File: src/rtl/event_arbiter.sv
// Captures rising edges on async pins (3-flop sync) with a timestamp and serialises them round-robin onto one valid/ready stream.
// Edge-to-valid 3 clocks after first sample; one pending slot per channel, further edges under backpressure are dropped and counted in ovf_cnt.
module event_arbiter #(
  parameter int N_CH  = 4,
  parameter int TS_W  = 16,
  parameter int OVF_W = 8,
  localparam int CH_W = $clog2(N_CH)
) (
  input  logic             clk,
  input  logic             rst,
  input  logic [N_CH-1:0]  sig_in,
  input  logic [N_CH-1:0]  ch_en,
  output logic             evt_valid,
  input  logic             evt_ready,
  output logic [CH_W-1:0]  evt_ch,
  output logic [TS_W-1:0]  evt_ts,
  output logic [OVF_W-1:0] ovf_cnt,
  input  logic             ovf_clr
);
  localparam int CNT_W = $clog2(N_CH + 1);
  localparam int SUM_W = ((OVF_W > CNT_W) ? OVF_W : CNT_W) + 1;

  typedef enum logic {IDLE, PRESENT} state_e;

  state_e                    state_q, state_d;
  logic [N_CH-1:0][2:0]      sync_q;
  logic [N_CH-1:0]           edge_p, hs_sel, req;
  logic [N_CH-1:0]           pend_q, pend_d;
  logic [N_CH-1:0][TS_W-1:0] ts_q, ts_d;
  logic [TS_W-1:0]           ts_cnt_q;
  logic [OVF_W-1:0]          ovf_q, ovf_d;
  logic [CH_W-1:0]           last_q, last_d, evt_ch_q, evt_ch_d, grant, idx;
  logic [TS_W-1:0]           evt_ts_q, evt_ts_d;
  logic [CNT_W-1:0]          n_drop;
  logic [SUM_W-1:0]          ovf_sum;
  logic                      hs, grant_vld;

  always_comb begin
    edge_p = '0;
    for (int i = 0; i < N_CH; i++) edge_p[i] = sync_q[i][1] & ~sync_q[i][2];
  end

  assign hs     = (state_q == PRESENT) & evt_ready;
  assign hs_sel = hs ? (N_CH'(1) << evt_ch_q) : '0;
  assign req    = pend_q & ch_en;

  // A handshake on the same channel frees the slot, so a coincident edge re-arms instead of dropping.
  always_comb begin
    pend_d = pend_q;
    ts_d   = ts_q;
    n_drop = '0;
    for (int i = 0; i < N_CH; i++) begin
      if (!ch_en[i]) begin
        pend_d[i] = 1'b0;
      end else if (edge_p[i]) begin
        if (!pend_q[i] || hs_sel[i]) begin
          pend_d[i] = 1'b1;
          ts_d[i]   = ts_cnt_q;
        end else begin
          n_drop = n_drop + CNT_W'(1);
        end
      end else if (hs_sel[i]) begin
        pend_d[i] = 1'b0;
      end
    end
    ovf_sum = SUM_W'(ovf_q) + SUM_W'(n_drop);
    if (ovf_clr)                       ovf_d = '0;
    else if (|ovf_sum[SUM_W-1:OVF_W])  ovf_d = '1;
    else                               ovf_d = ovf_sum[OVF_W-1:0];
  end

  always_comb begin
    grant_vld = 1'b0;
    grant     = '0;
    idx       = '0;
    for (int k = 1; k <= N_CH; k++) begin
      idx = CH_W'((int'(last_q) + k) % N_CH);
      if (!grant_vld && req[idx]) begin
        grant_vld = 1'b1;
        grant     = idx;
      end
    end
  end

  always_comb begin
    state_d  = state_q;
    evt_ch_d = evt_ch_q;
    evt_ts_d = evt_ts_q;
    last_d   = last_q;
    case (state_q)
      IDLE: begin
        if (grant_vld) begin
          state_d  = PRESENT;
          evt_ch_d = grant;
          evt_ts_d = ts_q[grant];
        end
      end
      PRESENT: begin
        if (evt_ready) begin
          state_d = IDLE;
          last_d  = evt_ch_q;
        end
      end
    endcase
  end

  always_ff @(posedge clk or posedge rst) begin
    if (rst) begin
      state_q  <= IDLE;
      sync_q   <= '0;
      pend_q   <= '0;
      ts_q     <= '0;
      ts_cnt_q <= '0;
      ovf_q    <= '0;
      last_q   <= CH_W'(N_CH - 1);
      evt_ch_q <= '0;
      evt_ts_q <= '0;
    end else begin
      state_q <= state_d;
      for (int i = 0; i < N_CH; i++) sync_q[i] <= {sync_q[i][1:0], sig_in[i]};
      pend_q   <= pend_d;
      ts_q     <= ts_d;
      ts_cnt_q <= ts_cnt_q + TS_W'(1);
      ovf_q    <= ovf_d;
      last_q   <= last_d;
      evt_ch_q <= evt_ch_d;
      evt_ts_q <= evt_ts_d;
    end
  end

  assign evt_valid = (state_q == PRESENT);
  assign evt_ch    = evt_ch_q;
  assign evt_ts    = evt_ts_q;
  assign ovf_cnt   = ovf_q;
endmodule

File: config.mk
export PLATFORM = sky130hd
export DESIGN_NAME = event_arbiter
export DESIGN_NICKNAME = d
export VERILOG_FILES = /design/src/rtl/event_arbiter.sv
export SDC_FILE = /design/constraint.sdc
export NUM_CORES = 1
export LEC_CHECK = 0
export ABC_AREA = 0
export ABC_CLOCK_PERIOD_IN_PS = 6240
export BUFFER_PORTS_ARGS = -buffer_cell sky130_fd_sc_hd__buf_4
export CAP_MARGIN = 20
export CORE_ASPECT_RATIO = 1.2
export CORE_MARGIN = 4
export CORE_UTILIZATION = 45
export DETAILED_ROUTE_END_ITERATION = 6
export PLACE_DENSITY_LB_ADDON = 0.3
export SYNTH_ARGS = -nofsm -noshare
export SYNTH_HDL_FRONTEND = slang
export SYNTH_SLANG_ARGS = --single-unit
export TNS_END_PERCENT = 50
File: constraint.sdc
create_clock -name clk -period 6.24 [get_ports clk]
set_input_delay 0.624 -clock clk [delete_from_list [all_inputs] [get_ports clk]]
set_output_delay 0.624 -clock clk [all_outputs]
set_load 0.02 [all_outputs]
==> results.json <==
{
  "worst_path_most_repeated_cell": "sky130_fd_sc_hd__ha_1",
  "number_of_global_route_vias_before_repair": 3565,
  "globalRouteTotalUtil_pct": 17.0,
  "routed-via-count": 3366,
  "cts.sinks": 125,
  "synth-seq-cells": 125,
  "run_status": "complete, no violations",
  "first_iter_violations": 130,
  "startpoint_type": "flop",
  "die_width_um": 109,
  "rows": 44,
  "ff_latch_area_sq_mm": 0.00313,
  "synth.yosys.seq_area_share_pct": 56.8,
  "largest_net_degree_at_the_start_of_global_routing": 68,
  "hold_buffers": 0,
  "effective_utilization_at_floorplan_pct": 45.7,
  "critPathKind": "flop to flop",
  "detail_route.wirelength_mm": 10.7,
  "syn-mean-instance-area_sq_um": 13.2,
  "clock_tree.buffer_depth": 2,
  "layout.cells.most_common_list": "sky130_fd_sc_hd__dfrtp_1 (123), sky130_fd_sc_hd__mux2_2 (68), sky130_fd_sc_hd__buf_4 (44)",
  "endpoint_required_time_on_the_critical_path_ps": 6570,
  "die_area_sq_mm": 0.0141,
  "final-max-slew-violation-count": 0,
  "multi_input_logic_area_sq_mm": 0.00224,
  "post_layout_nonfiller_instances": 637,
  "synthesis.nets": 437,
  "nets": 483,
  "yosysWarnings": 0,
  "layout_min_cycle_time_ps": 4090,
  "dominantRegCellSynth": "sky130_fd_sc_hd__dfrtp_1",
  "grt_antenna_before_repair": 0,
  "design.core.area_sq_mm": 0.0121,
  "drive_above_1_share_pct": 34.2,
  "critical_path.endpoint_type": "flop",
  "clock_tree_from_tritoncts": "yes",
  "clk_pin_slew_worst_paths_ps": 50,
  "dpl_worst_slack_ps": 1910,
  "ff2ff_path_depth": 14,
  "synthCells": 417,
  "crit_arrival_ps": 4420,
  "netlist.top_cell.by_area": "sky130_fd_sc_hd__dfrtp_1",
  "achievable-frequency_mhz": 244,
  "flow.area_growth_from_synthesis_pct": 18.2,
  "total_setup_violations_reported_at_the_end_of_the_flow": 0,
  "placed_cell_area_sq_mm": 0.00593,
  "die_height_um": 129,
  "yosys.area.top_type_share_pct": 55.8,
  "crit_path_max_cell_delay_ps": 470,
  "total_power_mw": 2.17,
  "place_hpwl_mm": 6.67,
  "postCtsResizedCells": 0,
  "most_common_cell_after_layout_fill_and_taps_aside": "sky130_fd_sc_hd__dfrtp_1",
  "placedCellCount": 604,
  "worst_hold_path.num_cells": 1,
  "drt-vias-per-instance": 5.28,
  "post_synth_num_cell_types": 42,
  "synth_area_sq_mm": 0.00551,
  "critical_path_peak_fanout": 7,
  "cts.root.buffer_cell": "sky130_fd_sc_hd__clkbuf_16",
  "postLayoutSetupSlackWorst_ps": 2150,
  "grt_pass1_wl_mm": 18.2,
  "pwr_density_cell_mw_per_mm2": 334,
  "routed_wire_length_per_instance_um": 16.8,
  "grt-ovfl-total": 0,
  "crit_chain": "and4bb_2 -> nor3b_1 -> ha_1 -> mux2_2 -> ha_1 -> mux2_2 -> ha_1 -> mux2i_1 -> fa_1 -> nor2b_1 -> o21ai_0 -> nor2_1 -> nand4_1 -> a21oi_1",
  "boundaryPins": 39,
  "final_hold_vio_count": 0,
  "cts_setup_buffers": 0,
  "clk_latency_ps": 410,
  "unrepaired_setup_endpoints_after_global_routing": "no",
  "period_share_pct": 65.6,
  "worst_path_cell_with_the_longest_stage_delay": "sky130_fd_sc_hd__dfrtp_1",
  "maxCapViolations": 0,
  "antenna_left": 0,
  "skew_ps": 5.12,
  "synth.area.top_cells": "sky130_fd_sc_hd__dfrtp_1 (56%), sky130_fd_sc_hd__mux2_2 (14%), sky130_fd_sc_hd__mux2i_1 (6.0%)",
  "total_negative_setup_slack_ps": 0,
  "min-delay-path-class": "input port to flop",
  "insertedDiodeCount": 0,
  "timing.max_slew.rel_slack_pct": 34.4,
  "globalplace.congestion": 0.844,
  "h-tree-depth": 4,
  "total_leakage_power_nw": 2.95,
  "detailedRoute.firstPassIterationCount": 4,
  "port_buffers": 38,
  "post-route-cell-area_sq_mm": 0.00651,
  "fin_worst_hold_slack_ps": 320,
  "synthArstFlopShare_pct": 100,
  "fill_cells": 1002,
  "drc": 0,
  "tightestPinTransition_ps": 984,
  "finish.utilization_pct": 54.0,
  "max_rail_drop_vdd_mv": 0.230,
  "cts-buffers-inserted": 17,
  "synth-edff-count": 0
}
==> cell type report <==
cell class,instances,area share (%)
repair buffers,45,5.30
clock inverters,7,1.34
clock buffers,25,7.30
flip-flops and latches,125,48.1
well taps,161,3.09
inverters,9,0.557
multi-input cells,265,34.3
==> final timing paths <==
path	startpoint	endpoint	slack (ps)
worst max-delay path	evt_ch[0]	ovf_cnt[0]	2150
worst min-delay path	sig_in[3]	sync_q[9]	320
worst max register to register	evt_ch[0]	ovf_cnt[0]	2150
worst min register to register	sync_q[9]	sync_q[10]	350
max in group asynchronous	rst	ts_cnt_q[2]	4590
min in group asynchronous	rst	sync_q[0]	350
==> state kept, by name, indices dropped and copies added, names as in the netlist <==
register / flops
evt_valid: 1
pend_q: 4
ts_cnt_q: 16
last_q: 2
ts_q: 64
evt_ch: 2
sync_q: 12
ovf_cnt: 8
evt_ts: 16
==> cells by family after synthesis <==
logic type	Yosys count	share of synthesized area (%)
flops	125	56.8
fa+ha+maj	8	1.95
xor+xnor	21	3.34
compound gates	40	7.15
buf+inv	27	2.63
mux	101	19.9
simple gates	95	8.24
==> cell usage after synthesis (2+ instances only) <==
cell and count:
sky130_fd_sc_hd__nor3b_1 2, sky130_fd_sc_hd__a21oi_1 10, sky130_fd_sc_hd__nor2_1 17, sky130_fd_sc_hd__nor3_1 2
sky130_fd_sc_hd__mux2_2 68, sky130_fd_sc_hd__buf_2 4, sky130_fd_sc_hd__nand2_1 41, sky130_fd_sc_hd__nand3b_1 3
sky130_fd_sc_hd__nand3_1 7, sky130_fd_sc_hd__o21ai_0 4, sky130_fd_sc_hd__buf_6 3, sky130_fd_sc_hd__o221ai_2 15
sky130_fd_sc_hd__xnor2_1 11, sky130_fd_sc_hd__nor2b_1 6, sky130_fd_sc_hd__dfrtp_1 123, sky130_fd_sc_hd__clkbuf_1 5
sky130_fd_sc_hd__buf_4 4, sky130_fd_sc_hd__nand2b_1 3, sky130_fd_sc_hd__xor2_1 10, sky130_fd_sc_hd__nand4_1 6
sky130_fd_sc_hd__inv_1 9, sky130_fd_sc_hd__dfstp_2 2, sky130_fd_sc_hd__and3_1 2, sky130_fd_sc_hd__mux2i_1 33
sky130_fd_sc_hd__o21a_1 3, sky130_fd_sc_hd__or2_2 2, sky130_fd_sc_hd__ha_1 7
==> power by group <==
group,switching [mW],internal [mW]
registers,0.0532,0.887
logic,0.171,0.130
clock network,0.326,0.606
total,0.550,1.62
==> critical path, delay by kind of cell, from the launching register on <==
kind | cells | cell delay, ps
muxes | 3 | 670
DFF | 1 | 470
AOI/OAI and AO/OA | 2 | 350
and+or+nand+nor | 5 | 1210
adders and majority gates | 4 | 1300
==> per-layer routing <==
layer	wire length (um)	vias up	global-route usage, %
li1	-	1573	-
met1	4880	1719	22.2
met2	5280	58	27.0
met3	322	16	3.99
met4	212	0	7.36
met5	0	-	0
Power figures use the tool's default switching activity.
